[src/rtl/disp_pkg.sv]
// Shared definitions for the display scheduler: state encoding, default timing
// parameters and the two-requester round-robin pick.
package disp_pkg;

  typedef enum logic [1:0] {
    NORMAL = 2'd0,
    MSG    = 2'd1,
    GAP    = 2'd2
  } state_t;

  localparam int DEF_TICK_DIV = 100000;
  localparam int DEF_HOLD_MS  = 2000;
  localparam int DEF_GAP_MS   = 100;
  localparam int FLASH_MS     = 250;

  // One-hot winner; on a tie the requester not served last wins.
  function automatic logic [1:0] rr_pick(input logic [1:0] req, input logic last);
    if (req == 2'b11) return last ? 2'b01 : 2'b10;
    return req;
  endfunction

endpackage

[src/rtl/disp_sched_ms_tick_gen.sv]
// Free-running 1 ms prescaler: counts 0..TICK_DIV-1 and flags the last count.
module ms_tick_gen
  import disp_pkg::*;
#(
  parameter int TICK_DIV = DEF_TICK_DIV
) (
  input  logic clock,
  input  logic rst_n,
  output logic tick
);

  localparam int W = (TICK_DIV > 1) ? $clog2(TICK_DIV) : 1;

  logic [W-1:0] cnt_reg;

  always_ff @(posedge clock or negedge rst_n) begin
    if (!rst_n)
      cnt_reg <= '0;
    else if (cnt_reg == W'(TICK_DIV - 1))
      cnt_reg <= '0;
    else
      cnt_reg <= cnt_reg + W'(1);
  end

  assign tick = (cnt_reg == W'(TICK_DIV - 1));

endmodule

[src/rtl/disp_sched.sv]
// Display scheduler: live score/time, interrupted by arbitrated timed messages
// followed by a blank gap. Define DISP_SCHED_FLASH_EN to flash messages.
module disp_sched
  import disp_pkg::*;
#(
  parameter int TICK_DIV = DEF_TICK_DIV,
  parameter int HOLD_MS  = DEF_HOLD_MS,
  parameter int GAP_MS   = DEF_GAP_MS
) (
  input  logic        clock,
  input  logic        rst_n,
  input  logic [31:0] score,
  input  logic [31:0] total_time,
  input  logic [1:0]  req,
  input  logic [31:0] msg0_score,
  input  logic [31:0] msg0_time,
  input  logic [31:0] msg1_score,
  input  logic [31:0] msg1_time,
  output logic [1:0]  grant,
  output logic [1:0]  done,
  output logic [31:0] disp_score,
  output logic [31:0] disp_time,
  output logic        blank
);

  state_t      state_reg;
  logic [15:0] ms_cnt_reg;
  logic        last_reg;
  logic        owner_reg;
  logic [1:0]  grant_reg;
  logic [1:0]  done_reg;
  logic        blank_reg;
  logic [31:0] disp_score_reg;
  logic [31:0] disp_time_reg;
`ifdef DISP_SCHED_FLASH_EN
  logic [15:0] flash_cnt_reg;
`endif

  logic        tick;
  logic [15:0] ms_inc;
  logic        hold_end;
  logic        gap_end;
  logic [1:0]  winner;
  logic        launch;

  ms_tick_gen #(.TICK_DIV(TICK_DIV)) u_tick (
    .clock (clock),
    .rst_n (rst_n),
    .tick  (tick)
  );

  assign ms_inc   = ms_cnt_reg + 16'd1;
  assign hold_end = (HOLD_MS == 0) || (tick && ms_inc == 16'(HOLD_MS));
  assign gap_end  = (GAP_MS == 0) || (tick && ms_inc == 16'(GAP_MS));
  assign winner   = rr_pick(req, last_reg);
  // Requests are only looked at while idle or at the very end of a gap.
  assign launch   = (|req) && ((state_reg == NORMAL) || (state_reg == GAP && gap_end));

  always_ff @(posedge clock or negedge rst_n) begin
    if (!rst_n) begin
      state_reg      <= NORMAL;
      ms_cnt_reg     <= '0;
      last_reg       <= 1'b1;
      owner_reg      <= 1'b0;
      grant_reg      <= '0;
      done_reg       <= '0;
      blank_reg      <= 1'b0;
      disp_score_reg <= '0;
      disp_time_reg  <= '0;
`ifdef DISP_SCHED_FLASH_EN
      flash_cnt_reg  <= '0;
`endif
    end else begin
      grant_reg <= '0;
      done_reg  <= '0;
      if (launch) begin
        state_reg      <= MSG;
        ms_cnt_reg     <= '0;
        owner_reg      <= winner[1];
        last_reg       <= winner[1];
        grant_reg      <= winner;
        blank_reg      <= 1'b0;
        disp_score_reg <= winner[1] ? msg1_score : msg0_score;
        disp_time_reg  <= winner[1] ? msg1_time : msg0_time;
`ifdef DISP_SCHED_FLASH_EN
        flash_cnt_reg  <= '0;
`endif
      end else begin
        case (state_reg)
          NORMAL: begin
            disp_score_reg <= score;
            disp_time_reg  <= total_time;
            blank_reg      <= 1'b0;
          end
          MSG: begin
            if (hold_end) begin
              state_reg  <= GAP;
              ms_cnt_reg <= '0;
              done_reg   <= owner_reg ? 2'b10 : 2'b01;
              blank_reg  <= 1'b1;
            end else if (tick) begin
              ms_cnt_reg <= ms_inc;
`ifdef DISP_SCHED_FLASH_EN
              if (flash_cnt_reg == 16'(FLASH_MS - 1)) begin
                flash_cnt_reg <= '0;
                blank_reg     <= ~blank_reg;
              end else begin
                flash_cnt_reg <= flash_cnt_reg + 16'd1;
              end
`endif
            end
          end
          GAP: begin
            if (gap_end) begin
              // No request pending at expiry: back to live values.
              state_reg      <= NORMAL;
              ms_cnt_reg     <= '0;
              blank_reg      <= 1'b0;
              disp_score_reg <= score;
              disp_time_reg  <= total_time;
            end else if (tick) begin
              ms_cnt_reg <= ms_inc;
            end
          end
          default: begin
            state_reg  <= NORMAL;
            ms_cnt_reg <= '0;
          end
        endcase
      end
    end
  end

  assign grant      = grant_reg;
  assign done       = done_reg;
  assign blank      = blank_reg;
  assign disp_score = disp_score_reg;
  assign disp_time  = disp_time_reg;

endmodule

[config.mk]
export PLATFORM = sky130hd
export DESIGN_NAME = disp_sched
export DESIGN_NICKNAME = d
export VERILOG_FILES = /design/src/rtl/disp_pkg.sv /design/src/rtl/disp_sched_ms_tick_gen.sv /design/src/rtl/disp_sched.sv
export SDC_FILE = /design/constraint.sdc
export NUM_CORES = 1
export LEC_CHECK = 0
export ABC_CLOCK_PERIOD_IN_PS = 3800
export BUFFER_PORTS_ARGS = -buffer_cell sky130_fd_sc_hd__buf_2
export CAP_MARGIN = 20
export CORE_MARGIN = 2
export CORE_UTILIZATION = 44
export DETAILED_ROUTE_END_ITERATION = 12
export HOLD_SLACK_MARGIN = 0.02
export PLACE_DENSITY = 0.78
export SYNTH_ARGS = -nofsm -noshare
export SYNTH_HDL_FRONTEND = slang
export SYNTH_HIERARCHICAL = 1
export SYNTH_SLANG_ARGS = --single-unit
[constraint.sdc]
create_clock -name clock -period 3.8 [get_ports clock]
set_input_delay 0.38 -clock clock [delete_from_list [all_inputs] [get_ports clock]]
set_output_delay 0.38 -clock clock [all_outputs]
set_load 0.05 [all_outputs]
==> reports/metrics.yaml <==
status: "completed"
holdCritPathClass: "in -> async"
synth_area_per_cell_sq_um: 8.77
hold_viol: 0
cts-htree-levels: 3
min_period_ns: 3.58
ys_ff_latch: 106
hold_slack_ns: 0.0659
crit_fanout: 11
track_usage_pct: 22.6
drc: 0
syn_inst: 690
worstSetupEndpointType: "register"
clock_latency_ns: 0.34
drt-total-wl_um: 16800
io_pins: 265
grt_pass1_vias: 5193
wl_per_cell_um: 15.3
cts_buffers: 9
final_layout_size_suffix_gt1_share_pct: 32.5
first_pass_iters: 5
clkTransAtPathRegs_ns: 0.07
cts_hold_buf: 0
slew_violations: 0
period_share_pct: 94.3
overflow: 0
synth.area.top_cells: "dfrtp_1, mux2i_1, a21oi_1"
ir_drop_mv: 0.194
syn_area_sq_um: 6050
dieHeight_um: 121
initial_core_util_pct: 45.4
synthFlopType: "dfrtp_1"
drtAntennaViolNets: 0
stdcell_count: 1101
cts-root-buf: "clkbuf_16"
cp.required_ns: 4.03
rsz0062_at_grt: "false"
p_int_mw: 1.74
seqPwrFrac_pct: 51.0
p_comb_share_pct: 9.8
slew_headroom_pct: 42.9
fmax_mhz: 279
antenna_found_initial: 5
clockBufferDepth: 2
crit_arrival_ns: 3.81
final.setup.tns_ns: 0
viasPerCell: 5.17
p_total_mw: 2.21
tightest_slew_ns: 0.855
synth_nets: 893
synth_warnings: 6
mostFrequentLayoutCell: "buf_2"
maxCapViolCount: 0
cts_tree: "built"
synth_top_area_share_pct: 43.4
fp.dieArea_sq_um: 14700
cts_sinks: 106
critPathLaunch: "u_tick/cnt_reg[11]"
die_w_um: 121
drt_iter0_drc: 471
grt_max_degree: 133
place_ws_ns: 0.123
num_rows: 42
worstSetupPathType: "reg -> reg"
skew_ns: 0.00777
place_inst: 1087
yosysTopAreaCell: "dfrtp_1"
swShare_pct: 21.2
power_density_nw_per_um2: 286
synthDistinctLibCells: 55
synth_seq_area_share_pct: 43.8
worst_slack_ns: 0.216
setup_viol: 0
coreArea_sq_um: 13300
p_switching_mw: 0.469
cp-start-kind: "register"
synth_edf_count: 0
grt_first_pass_wirelength_um: 26100
vias: 5695
syn_to_final_growth_pct: 27.7
r2r-start: "u_tick/cnt_reg[11]"
power.share.clock_pct: 39.2
place.gp.congestion: 0.860
finalNetCount: 1125
io_buffers: 264
final_cell_mix: "buf_2, dfrtp_1, nor2_1"
async_flop_share_pct: 100
dp_hpwl_um: 12900
leakagePower_nw: 4.05
-- per-stage QoR --
stage	utilization (%)	instance area (sq um)
floorplan	-	6050
global placement	55.8	7450
detailed placement	55.8	7450
CTS	57.8	7720
global route	57.9	7720
finish	57.9	7730
-- power by group through the flow --
| stage | Sequential, mW | Combinational, mW | Clock [mW] |
|---|---|---|---|
| 5_1_grt | 1.13 | 0.241 | 0.937 |
| 3_3_place_gp | 1.15 | 0.216 | 0 |
| 4_1_cts | 1.13 | 0.220 | 0.893 |
| 3_5_place_dp | 1.15 | 0.219 | 0 |
| 2_1_floorplan | 1.15 | 0.0769 | 0 |
| 6_report | 1.13 | 0.217 | 0.867 |
-- timing repair --
action	4_1_cts	5_1_grt
endpoints found under the hold margin	0	0
gates resized for setup	0	2
setup buffers	0	0
setup endpoints to repair	0	8
-- kinds of logic after synthesis --
group | share of synthesized area (%)
buf+inv | 4.84
compound gates | 16.9
simple gates | 18.4
xor+xnor | 3.33
mux | 11.3
flops | 43.8
fa+ha+maj | 1.45
-- path summary, 6_finish.rpt --
path | end | slack [ns] | cells after the start
max | ms_cnt_reg[11] | 0.22 | 10
min | u_tick/cnt_reg[0] | 0.07 | 1
min reg2reg | disp_time[3] | 0.47 | 2
max reg2reg | ms_cnt_reg[11] | 0.22 | 10
max in group asynchronous | disp_score[6] | 2.88 | 2
min in group clock | disp_time[25] | 0.31 | 3
-- layer usage --
layer	up-vias	share of wire, %	GRT usage (%)
met3	24	7.6	6.48
met2	206	48	36.9
li1	2859	-	-
met1	2602	43	29.1
met5	-	0.15	0
met4	4	1.9	6.75
-- cell usage after synthesis (all sizes together), types with 2 or more instances --
| library cell | n |
|---|---|
| dfrtp | 105 |
| nor2 | 90 |
| nand2 | 88 |
| o21ai | 84 |
| a21oi | 72 |
| mux2i | 67 |
| clkbuf | 28 |
| buf | 25 |
| nor3 | 15 |
| xnor2 | 13 |
| nand3 | 11 |
| xor2 | 10 |
| nand4 | 9 |
| inv | 8 |
| ha | 7 |
| a22o | 6 |
| and3 | 6 |
| nor4 | 6 |
| or4 | 6 |
| a21o | 3 |
| and2 | 3 |
| nor2b | 3 |
| a21boi | 2 |
| and4 | 2 |
| o211ai | 2 |
| o21a | 2 |
| o31a | 2 |
| o31ai | 2 |
-- final cells by class --
class | instances | area, sq um
fillers | 1204 | 5620
multi-input cells | 523 | 3130
flip-flops and latches | 106 | 2650
repair buffers | 274 | 1430
clock buffers | 11 | 233
well taps | 176 | 220
clock inverters | 1 | 30.0
inverters | 8 | 30.0
diodes | 2 | 5.00
-- critical path: stages (launching register included) --
cell and delay [ns]:
dfrtp_1 0.42, or4_1 0.53, or4_4 0.44, nor4_4 0.17
o2111ai_1 0.17, or4_4 0.60, o31a_1 0.35, o211ai_4 0.28
buf_6 0.19, o21ai_1 0.08, a22o_1 0.24
(Power assumes the default switching activity.)
